<file path="config.mk">
export PLATFORM = sky130hd
export DESIGN_NAME = seg7_scan_display_flat
export DESIGN_NICKNAME = d
export VERILOG_FILES = /design/src/rtl/seg7_pkg.sv /design/src/rtl/seg7_scan_display_if.sv /design/src/rtl/seg7_scan_display_hex7seg.sv /design/src/rtl/seg7_scan_display.sv /design/src/flat_wrapper.sv
export SDC_FILE = /design/constraint.sdc
export NUM_CORES = 1
export LEC_CHECK = 0
export BUFFER_PORTS_ARGS = -buffer_cell sky130_fd_sc_hd__buf_4
export CORE_ASPECT_RATIO = 1.2
export CORE_MARGIN = 10
export CORE_UTILIZATION = 32
export CTS_CLUSTER_SIZE = 20
export DETAILED_ROUTE_END_ITERATION = 10
export PLACE_DENSITY_LB_ADDON = 0.25
export SLEW_MARGIN = 20
export SYNTH_ARGS = -nofsm -noshare
export SYNTH_HDL_FRONTEND = slang
export SYNTH_SLANG_ARGS = --single-unit
</file>
<file path="constraint.sdc">
create_clock -name clk -period 2.5 [get_ports clk]
set_input_delay 0 -clock clk [delete_from_list [all_inputs] [get_ports clk]]
set_output_delay 0 -clock clk [all_outputs]
set_load 0.005 [all_outputs]
</file>
<file path="src/rtl/seg7_pkg.sv">
// seg7_pkg: shared constants for the scanned seven-segment display.
package seg7_pkg;
    localparam int NDIG = 4;
    localparam logic [6:0] SEG_BLANK = 7'b1111111;
    localparam logic [3:0] AN_OFF = 4'b1111;
    // Active-low {g,f,e,d,c,b,a} glyphs for hex digits 0..F
    localparam logic [6:0] SEG_HEX [16] = '{
        7'b1000000, 7'b1111001, 7'b0100100, 7'b0110000,
        7'b0011001, 7'b0010010, 7'b0000010, 7'b1111000,
        7'b0000000, 7'b0010000, 7'b0001000, 7'b0000011,
        7'b1000110, 7'b0100001, 7'b0000110, 7'b0001110
    };
endpackage

</file>
<file path="src/rtl/seg7_scan_display_if.sv">
// seg7_scan_display_if: count/decimal-point inputs and display pin outputs.
interface seg7_scan_display_if;
    logic [15:0] value;
    logic [3:0]  dp_in;
    logic [3:0]  an;
    logic [6:0]  seg;
    logic        dp;
    logic        frame_start;
    modport master (output value, dp_in, input an, seg, dp, frame_start);
    modport slave  (input value, dp_in, output an, seg, dp, frame_start);
endinterface

</file>
<file path="src/rtl/seg7_scan_display_hex7seg.sv">
// hex7seg: combinational nibble to active-low seven-segment decoder.
module hex7seg
    import seg7_pkg::*;
(
    input  logic [3:0] nib,
    output logic [6:0] seg
);
    assign seg = SEG_HEX[nib];
endmodule

</file>
<file path="src/rtl/seg7_scan_display.sv">
// seg7_scan_display: scans a frame-latched 16-bit value onto a 4-digit common-anode display.
module seg7_scan_display
    import seg7_pkg::*;
#(
    parameter int REFRESH_DIV = 100000,
    parameter bit BLANK_LZ    = 1'b1
) (
    input logic clk,
    input logic rst_n,
    seg7_scan_display_if.slave bus
);
    localparam int PW = (REFRESH_DIV > 2) ? $clog2(REFRESH_DIV) : 1;

    logic [PW-1:0] presc;
    logic [1:0]    idx;
    logic [15:0]   shadow;
    logic          init;
    logic          tick, load, blank;
    logic [3:0]    nib;
    logic [6:0]    hex;
    logic [3:0]    an_q;
    logic [6:0]    seg_q;
    logic          dp_q, fs_q;

    assign tick  = presc == PW'(REFRESH_DIV - 1);
    assign load  = init || (tick && idx == 2'd3);
    assign nib   = shadow[{idx, 2'b00} +: 4];
    // A digit is a leading zero when it and every more significant nibble are zero
    assign blank = BLANK_LZ && idx != 2'd0 && (shadow >> {idx, 2'b00}) == 16'd0;

    hex7seg u_hex (.nib(nib), .seg(hex));

    always_ff @(posedge clk) begin
        if (!rst_n) begin
            presc  <= '0;
            idx    <= '0;
            shadow <= '0;
            init   <= 1'b1;
            an_q   <= AN_OFF;
            seg_q  <= SEG_BLANK;
            dp_q   <= 1'b1;
            fs_q   <= 1'b0;
        end else begin
            presc  <= tick ? '0 : presc + PW'(1);
            idx    <= tick ? idx + 2'd1 : idx;
            shadow <= load ? bus.value : shadow;
            init   <= 1'b0;
            an_q   <= blank ? AN_OFF : ~(4'b0001 << idx);
            seg_q  <= blank ? SEG_BLANK : hex;
            dp_q   <= blank | ~bus.dp_in[idx];
            fs_q   <= load;
        end
    end

    assign bus.an          = an_q;
    assign bus.seg         = seg_q;
    assign bus.dp          = dp_q;
    assign bus.frame_start = fs_q;
endmodule

</file>
<file path="src/flat_wrapper.sv">
// flat-port wrapper written by rule: the top's interface ports become plain ports
module seg7_scan_display_flat import seg7_pkg::*;
#(
    parameter int REFRESH_DIV = 100000,
    parameter bit BLANK_LZ    = 1'b1
)
  (clk, rst_n, bus_value, bus_dp_in, bus_an, bus_seg, bus_dp, bus_frame_start);
  seg7_scan_display_if bus_i ();
  input logic clk;
  input logic rst_n;
  input wire logic [$bits(bus_i.value)-1:0] bus_value;
  input wire logic [$bits(bus_i.dp_in)-1:0] bus_dp_in;
  output wire logic [$bits(bus_i.an)-1:0] bus_an;
  output wire logic [$bits(bus_i.seg)-1:0] bus_seg;
  output wire logic [$bits(bus_i.dp)-1:0] bus_dp;
  output wire logic [$bits(bus_i.frame_start)-1:0] bus_frame_start;
  assign bus_i.value = bus_value;
  assign bus_i.dp_in = bus_dp_in;
  assign bus_an = bus_i.an;
  assign bus_seg = bus_i.seg;
  assign bus_dp = bus_i.dp;
  assign bus_frame_start = bus_i.frame_start;
  seg7_scan_display #(.REFRESH_DIV(REFRESH_DIV), .BLANK_LZ(BLANK_LZ)) u_core (.clk(clk), .rst_n(rst_n), .bus(bus_i));
endmodule
</file>
==> results of run 1 <==
-- routing by layer --
layer  up-vias  GRT usage  part of all wire
met5         -          0                 0
met4         0     0.0331             0.014
met3         8     0.0250             0.040
met2        51      0.185              0.46
met1      1121      0.140              0.48
li1       1216          -                 -
-- final timing paths --
| path | cells after the start | startpoint | endpoint |
|---|---|---|---|
| max | 7 | u_core.idx[0] | u_core.bus.seg[2] |
| min | 3 | bus_dp_in[0] | u_core.bus.dp |
| min reg2reg | 1 | u_core.presc[0] | u_core.presc[0] |
| max reg2reg | 7 | u_core.idx[0] | u_core.bus.seg[2] |
-- registers in the layout (all words and copies together) (netlist names) --
register                cells
u_core.init                 1
u_core.shadow              16
u_core.bus.dp               1
u_core.bus.seg              7
u_core.bus.frame_start      1
u_core.bus.an               4
u_core.presc               17
u_core.idx                  2
-- cell usage after synthesis, types with 2 or more instances --
cell      count
dfxtp_1      49
nand2_1      29
nand3_1      26
nor2_1       19
and3_1       18
a31oi_1      17
nor3b_1      16
o311ai_0     14
clkbuf_1     13
xor2_1       12
ha_1         10
nand4_1       8
a21oi_1       7
buf_4         7
buf_2         6
inv_1         6
mux4_2        6
xnor2_1       5
and4_1        4
o211ai_1      4
o21ai_0       4
nand3b_1      3
nor4_1        3
and2_1        2
nor4b_1       2
o311ai_1      2
or3_1         2
-- power by group --
group | internal, mW | switching (mW)
clock | 0.301 | 0.278
combinational | 0.138 | 0.117
sequential | 0.826 | 0.0409
-- repair_timing --
action	in CTS	in global routing
hold buffers	16	0
resized for setup	1	2
endpoints found under the setup margin	5	11
gates cloned	0	0
endpoints found under the hold margin	16	0
-- stage by stage --
| stage | util | worst slack (ps) |
|---|---|---|
| final | 0.406 | 205 |
| after global routing | 0.406 | 24.3 |
| after CTS | 0.405 | 99.7 |
| after detailed placement | 0.371 | 16.5 |
| after global placement | 0.371 | 209 |
| after floorplan | - | 138 |
-- layout make-up --
type	instances	area, sq um	share of cell area
Sequential cell	49	981	0.295
Inverter	6	22.5	0.00677
Clock inverter	2	38.8	0.0117
Multi-Input combinational cell	228	1590	0.479
Timing Repair Buffer	58	475	0.143
Clock buffer	6	72.6	0.0218
Tap cell	114	143	0.0429
-- cells by family after synthesis --
| logic type | count (synthesis) |
|---|---|
| AND/OR/NAND/NOR | 138 |
| AO/OA/AOI/OAI | 55 |
| flip-flops | 49 |
| buffers and inverters | 33 |
| XOR/XNOR | 17 |
| adder cells (fa/ha/maj) | 10 |
| multiplexers | 8 |
-- worst max-delay path, delay by kind of cell, from the launching register on --
| family | cells | cell delay (ps) |
|---|---|---|
| AO/OA/AOI/OAI | 2 | 250 |
| flip-flops | 1 | 410 |
| adder cells (fa/ha/maj) | 1 | 240 |
| buffers and inverters | 1 | 150 |
| multiplexers | 1 | 580 |
| AND/OR/NAND/NOR | 2 | 580 |
==> key figures, run 1 <==
Synth
  – Register bit total from synthesis: 49
  – Seq/Total Area, Yosys: 0.360
  – Largest family of logic cells by synthesized area: simple AND/OR/NAND/NOR gates
  – Post-synthesis compound-gate area fraction: 0.144
  – Instance count of the mapped netlist: 310
  – EDFF count, synth: 0
  – Post-synthesis cell type count: 43
  – Synth warn: 0
  – Syn avg cell area: 8.79 sq um
  – Mapped cell area: 2720 sq um
  – Leading post-synthesis cells by cell area: dfxtp_1, mux4_2, nand3_1
  – Simple-gate share of the synthesized area: 0.276
  – Synth area leader: dfxtp_1
  – Adder-Cell Fraction of Synth Area: 0.0459
  – Synth Net Count: 342
  – Multiplexer share of the synthesized area: 0.0588
  – Ys flop type: dfxtp_1
  – Share of the synthesized area in the top cell type: 0.360
  – FFs w/ async S/R, synth: 0
  – Post-Synth XOR/XNOR Area: 0.0547

Final layout
  – N_diodes: 0
  – Cell Count, Final, Fillers Out: 463
  – Nets: 380
  – Finished Cell Area: 3330 sq um
  – Layout area overhead: 22.1%
  – Fill cells: 840
  – Share of post-route cells with drive strength above 1: 0.178
  – Most frequent cells in the layout: dfxtp_1, buf_4, nand2_1
  – Most common cell after layout, fill and taps aside: dfxtp_1

Timing
  – Clk_skew: 13.9 ps
  – Final hold slack: 66.3 ps
  – RSZ-0062 raised after global routing: no
  – Setup violations, final: 0
  – Fin crit share: 0.918
  – Max-slew violation count: 0
  – Slew HR: 0.534
  – Max Fclk: 436 MHz
  – Final Hold Vio Count: 0
  – Final Critical Period: 2290 ps
  – Setup TNS: 0 ps
  – Worst Max-Slew Pin Slew: 699 ps

Die
  – Chip width: 104 um
  – Starting Density: 0.332
  – Site Rows: 36
  – Die footprint: 12600 sq um
  – IO Pins: 35
  – Core area: 8200 sq um
  – Die Y: 121 um

Clock tree
  – Worst-path clk slew: 100 ps
  – Worst skew pair latency: 310 ps
  – Root Driver: clkbuf_8
  – H-Tree Depth: 2
  – CTS tree: yes
  – Clock Sinks: 49
  – Clock buffer depth: 2
  – CTS Buf Count: 5
  – Post-CTS Setup Bufs: 0

GRT
  – First-pass GRT wire length: 12000 um
  – Initial antenna violation count: 0
  – Vias in the first global route: 2446
  – Largest net degree at the start of global routing: 54
  – Remaining global-route overflow: 0
  – GRT Overall Usage: 0.111

Routing
  – Initial DRC count: 168
  – Vias/cell: 5.17
  – Routed length per instance: 14.6 um
  – TritonRoute pass-1 iters: 4
  – Post-route ant nets: 0
  – Routed WL: 6780 um
  – Residual DRC: 0
  – Via count: 2396

Placement
  – DP Area: 3040 sq um
  – GPL Wtd Cong: 0.773
  – Placed cells: 439
  – Post-DP HPWL: 4550 um
  – IO Port Bufs: 34

Power and ir drop
  – Peak VDD IR: 235 uV
  – Power per Cell Area: 511 nW/um^2
  – Tot Pwr: 1.70 mW
  – Leakage power total: 1.25 nW

Worst setup path
  – Crit path cell chain: mux4_2 -> inv_1 -> ha_1 -> nor4b_4 -> o2111ai_1 -> and3_2 -> o211ai_1
  – CP endpoint kind: register
  – Maximum fanout along the worst path: 11
  – Largest stage delay on the critical path: 580 ps
  – FF-to-FF setup slack: 210 ps
  – Crit path kind: register to register
  – Crit path launch type: register
  – Critical Path RT: 2730 ps
  – Worst path slowest cell: mux4_2
  – Crit path DAT: 2520 ps

Job
  – Max cap viols: 0

Worst hold path
  – Worst Hold Class: primary input to register

Outcome
  – Run status: complete, no violations
(Power assumes the default switching activity.)
==> run 2: changes to the inputs <==
==> constraint.sdc (replaced) <==
create_clock -name clk -period 2.8 [get_ports clk]
set_input_delay 0 -clock clk [delete_from_list [all_inputs] [get_ports clk]]
set_output_delay 0 -clock clk [all_outputs]
set_load 0.005 [all_outputs]
==> run 2 against run 1 <==
Net effect:
- critical endpoint unchanged
- final cell count decreased by 0.22%
- worst setup slack better by 210 ps
- hold slack improved by 20 ps
- maximum frequency down 4.0%
- register-to-register slack better by 210 ps
- non-clock buffer count fell by 1
- count of clock-buffer cells in the layout is 1 lower
- via count barely moved
- first-iteration DRC count is 26% lower
- global-route usage down 0.43 points
==> key figures, run 2 (synthesis results as in run 1) <==
Outcome
  – Run status: complete, no violations

Worst setup path
  – Critical Path Start: u_core.idx[0]
  – FF-to-FF setup slack: 410 ps
  – RR Startpoint: u_core.idx[0]
  – RR Endpoint: u_core.bus.seg[2]
  – Crit path launch type: register
  – CP endpoint: u_core.bus.seg[2]
  – Worst r2r path cells: 7
  – Critical Path RT: 3030 ps
  – Crit path kind: register to register
  – CP endpoint kind: register
  – Crit path DAT: 2620 ps
  – Maximum fanout along the worst path: 11

Final layout
  – Fill cells: 838
  – Most frequent cells in the layout: dfxtp_1, buf_4, nand2_1
  – Layout area overhead: 21.4%
  – Nets: 379
  – Finished Cell Area: 3310 sq um
  – Share of post-route cells with drive strength above 1: 0.172
  – Multi-input logic area: 1580 sq um
  – Biggest register: u_core.presc
  – N_diodes: 0
  – Most common cell after layout, fill and taps aside: dfxtp_1
  – Register area: 981 sq um
  – Max reg flops: 17
  – Core Util, Final: 0.403

Clock tree
  – Post-CTS Setup Bufs: 0
  – H-Tree Depth: 2
  – CTS Buf Count: 5
  – Worst-path clk slew: 90 ps
  – Clock buffer depth: 2
  – Clock Sinks: 49
  – CTS tree: yes
  – Worst skew pair latency: 300 ps
  – Root Driver: clkbuf_8

Placement
  – Post-DP HPWL: 4530 um
  – DP Area: 3030 sq um
  – GPL Wtd Cong: 0.784
  – IO Port Bufs: 34

Timing
  – Final hold slack: 86.3 ps
  – Worst Max-Slew Pin Slew: 781 ps
  – RSZ-0062 raised after global routing: no
  – Setup violations, final: 0
  – Max-slew violation count: 0
  – Max Fclk: 419 MHz
  – Clk_skew: 9.67 ps
  – Final Hold Vio Count: 0
  – Slew HR: 0.479
  – Setup TNS: 0 ps
  – Fin crit share: 0.853
  – Final Critical Period: 2390 ps

Die
  – IO Pins: 35
  – Core area: 8200 sq um
  – Chip width: 104 um
  – Starting Density: 0.332
  – Die footprint: 12600 sq um
  – Die Y: 121 um
  – Site Rows: 36

Routing
  – Residual DRC: 0
  – Routed length per instance: 14.6 um
  – Post-route ant nets: 0
  – Vias/cell: 5.19
  – Initial DRC count: 125
  – Via count: 2398
  – TritonRoute pass-1 iters: 5
  – Routed WL: 6730 um

GRT
  – First-pass GRT wire length: 11500 um
  – Initial antenna violation count: 0
  – Vias in the first global route: 2317
  – GRT Overall Usage: 0.107
  – Remaining global-route overflow: 0
  – Largest net degree at the start of global routing: 54

Worst hold path
  – Worst Hold Class: primary input to register

Power and ir drop
  – Peak VDD IR: 254 uV
  – Leakage power total: 1.23 nW
  – Power per Cell Area: 456 nW/um^2

Job
  – Max cap viols: 0
run 2: timing repair:
item / 4_1_cts / 5_1_grt
hold endpoints to repair: 16 / 0
hold buffers: 16 / 0
resized for setup: 0 / 0
run 2: through the flow:
stage | setup slack, ps | power, mW | instances
after floorplan | 438 | 0.915 | 310
after global placement | 520 | 0.992 | 438
after detailed placement | 415 | 0.995 | 438
after CTS | 390 | 1.53 | 462
after global routing | 115 | 1.59 | 462
final | 411 | 1.51 | 462
run 2: worst max-delay path, stage by stage, from the launching register on:
cell and delay (ps):
dfxtp_1 410, mux4_2 580, inv_1 140, ha_1 220, nor4b_1 330, o2111ai_1 160
and3_1 350, o211ai_1 130
run 2: worst min path at each step:
| stage | startpoint | end | slack (ps) | cells after the start |
|---|---|---|---|---|
| CTS | bus_dp_in[0] | u_core.bus.dp | 80 | 3 |
| detailed placement | bus_value[14] | u_core.shadow[14] | 250 | 3 |
| global placement | bus_value[14] | u_core.shadow[14] | 250 | 3 |
| finish | bus_dp_in[0] | u_core.bus.dp | 90 | 3 |
| floorplan | bus_value[12] | u_core.shadow[12] | 150 | 2 |
| global route | bus_dp_in[0] | u_core.bus.dp | 100 | 3 |
run 2: metal layers:
| metal | vias up | global-route usage | wire (um) |
|---|---|---|---|
| li1 | 1219 | - | - |
| met1 | 1130 | 0.135 | 3350 |
| met2 | 43 | 0.176 | 3070 |
| met3 | 6 | 0.0266 | 242 |
| met4 | 0 | 0.0314 | 66 |
| met5 | - | 0 | 0 |
run 2: layout make-up:
type                            count  area share
Clock buffer                        5      0.0208
Timing Repair Buffer               57       0.142
Multi-Input combinational cell    228       0.477
Clock inverter                      3      0.0140
Sequential cell                    49       0.297
Tap cell                          114      0.0431
Inverter                            6     0.00681
run 2: power by group:
group	switching (mW)	internal, mW	total, mW	leakage [nW]
Clock	0.246	0.268	0.513	0.0543
Combinational	0.102	0.121	0.223	0.775
Sequential	0.0353	0.737	0.772	0.403
Total	0.383	1.13	1.51	1.23
==> run 3: changes to the inputs <==
--- a/config.mk
+++ b/config.mk
@@ -9,8 +9,10 @@
 export CORE_ASPECT_RATIO = 1.2
 export CORE_MARGIN = 10
 export CORE_UTILIZATION = 32
+export CTS_BUF_LIST = sky130_fd_sc_hd__clkbuf_4 sky130_fd_sc_hd__clkbuf_8
 export CTS_CLUSTER_SIZE = 20
 export DETAILED_ROUTE_END_ITERATION = 10
+export GPL_TIMING_DRIVEN = 0
 export PLACE_DENSITY_LB_ADDON = 0.25
 export SLEW_MARGIN = 20
 export SYNTH_ARGS = -nofsm -noshare
==> constraint.sdc (replaced) <==
create_clock -name clk -period 2.62 [get_ports clk]
set_input_delay 0 -clock clk [delete_from_list [all_inputs] [get_ports clk]]
set_output_delay 0 -clock clk [all_outputs]
set_load 0.005 [all_outputs]
==> run 3 against run 2 <==
Net effect:
- worst setup slack worse by 220 ps
- combinational power up 13%
- design area up 2.8%
- hold slack worse by 9.0 ps
- die area unchanged
- clock skew up 2.3 ps
- highest routed layer unchanged
- sequential share of layout area down 0.80 points
- utilization up 1.1 points
- critical path type unchanged
- first-iteration DRC count up 54%
- largest cell class unchanged
- global-route usage up 1.5 points
- maximum frequency down 1.8%
==> key figures, run 3 (synthesis results as in run 1) <==
Outcome
  – Run status: complete, no violations

GRT
  – Remaining global-route overflow: 0
  – Vias in the first global route: 2636
  – Largest net degree at the start of global routing: 16
  – First-pass GRT wire length: 13000 um
  – GRT Overall Usage: 0.122
  – Initial antenna violation count: 0

Timing
  – Final WS setup: 187 ps
  – Max Fclk: 411 MHz
  – Max-slew violation count: 0
  – Worst Max-Slew Pin Slew: 524 ps
  – Final Critical Period: 2430 ps
  – Setup violations, final: 0
  – RSZ-0062 raised after global routing: no
  – Clk_skew: 11.9 ps
  – Setup TNS: 0 ps
  – Final Hold Vio Count: 0
  – Fin crit share: 0.929
  – Slew HR: 0.650

Power and ir drop
  – Logic gate share of total power: 0.151
  – Internal power: 1.23 mW
  – Switching Share: 0.258
  – Clock share of power: 0.351
  – Leakage power total: 1.28 nW
  – Power per Cell Area: 489 nW/um^2
  – NetSw: 0.428 mW
  – Sequential share of power: 0.498
  – Peak VDD IR: 205 uV

Routing
  – TritonRoute pass-1 iters: 4
  – Routed WL: 7480 um
  – Via count: 2510
  – Residual DRC: 0
  – Initial DRC count: 193
  – Routed length per instance: 15.6 um
  – Post-route ant nets: 0
  – Vias/cell: 5.23

Die
  – IO Pins: 35
  – Die Y: 121 um
  – Die footprint: 12600 sq um
  – Core area: 8200 sq um
  – Chip width: 104 um
  – Starting Density: 0.332
  – Site Rows: 36

Clock tree
  – Clock buffer depth: 2
  – Clock Sinks: 49
  – CTS Buf Count: 5
  – Root Driver: clkbuf_8
  – Worst skew pair latency: 310 ps
  – Worst-path clk slew: 100 ps
  – CTS tree: yes
  – H-Tree Depth: 2

Final layout
  – Fill cells: 848
  – Most common cell after layout, fill and taps aside: dfxtp_1
  – Share of post-route cells with drive strength above 1: 0.186
  – Layout area overhead: 24.8%
  – Biggest register: u_core.presc
  – N_diodes: 0
  – Finished Cell Area: 3400 sq um
  – Most frequent cells in the layout: dfxtp_1, buf_4, nand2_1
  – Nets: 397
  – Core Util, Final: 0.415
  – Max reg flops: 17
  – Multi-input logic area: 1590 sq um
  – Register area: 981 sq um

Worst setup path
  – Crit path buf inv count: 2
  – CP endpoint kind: register
  – Crit path launch type: register
  – Critical Path Start: u_core.idx[0]
  – Crit. path cell count: 8
  – Critical Path RT: 2860 ps
  – Crit path kind: register to register
  – Top delay family on crit path: simple AND/OR/NAND/NOR gates
  – Largest stage delay on the critical path: 570 ps
  – Worst r2r path cells: 8
  – RR Endpoint: u_core.bus.seg[6]
  – Crit path DAT: 2670 ps
  – RR Startpoint: u_core.idx[0]
  – Worst path slowest cell: mux4_2
  – FF-to-FF setup slack: 190 ps
  – Maximum fanout along the worst path: 11
  – Crit path cell chain: buf_6 -> mux4_2 -> inv_1 -> ha_1 -> nor4b_2 -> o2111ai_1 -> and3_2 -> o211ai_1
  – CP endpoint: u_core.bus.seg[6]

Job
  – Max cap viols: 0

Placement
  – Post-DP HPWL: 5380 um
  – Worst slack, placed: -120 ps
  – IO Port Bufs: 33
  – DP Area: 3110 sq um
  – GPL Wtd Cong: 0.781

Worst hold path
  – Min-Delay Startpoint: bus_dp_in[2]
  – Worst Hold Class: primary input to register
  – Hold Path Cell Cnt: 3
[run 3: metal layers]
metal	part of all wire	track usage	vias to the layer above
met4	0.012	0.0453	0
li1	-	-	1257
met3	0.034	0.0250	7
met2	0.47	0.201	49
met5	0	0	-
met1	0.48	0.153	1197
[run 3: repair_timing]
action,CTS,global route
setup endpoints to repair,10,11
gates resized for setup,1,1
hold endpoints to repair,16,0
buffers inserted,0,0
hold buffers,16,0
pin swaps,0,0
[run 3: worst min path at each step]
| stage | slack, ps | to |
|---|---|---|
| final | 80 | u_core.bus.dp |
| after global routing | 80 | u_core.bus.dp |
| after CTS | 70 | u_core.bus.dp |
| after floorplan | 150 | u_core.shadow[12] |
| after global placement | 250 | u_core.shadow[12] |
| after detailed placement | 260 | u_core.shadow[12] |
[run 3: worst register-to-register path, delay by kind of cell, from the launching register on]
family | cells | cell delay (ps)
mux | 1 | 580
compound gates | 2 | 260
fa+ha+maj | 1 | 230
simple gates | 2 | 600
buf+inv | 2 | 330
flops | 1 | 380
[run 3: power groups by stage]
stage          logic, mW  registers, mW  clock network (mW)
2_1_floorplan      0.145          0.832                   0
3_3_place_gp       0.229          0.843                   0
3_5_place_dp       0.232          0.843                   0
4_1_cts            0.252          0.827               0.593
5_1_grt            0.280          0.833               0.625
6_report           0.251          0.827               0.583
[run 3: metrics by stage]
step	hold slack, ps	power [mW]	std cells
floorplan	147	0.978	310
global placement	251	1.07	457
detailed placement	259	1.08	457
CTS	73.5	1.67	480
global route	75.6	1.74	480
finish	77.3	1.66	480
[run 3: area by class of cell]
class	count	share of cell area
flip-flops and latches	49	0.289
inverters	6	0.00663
repair buffers	49	0.120
well taps	114	0.0420
clock inverters	2	0.0110
plain buffers	26	0.0409
multi-input cells	228	0.466
clock buffers	6	0.0243
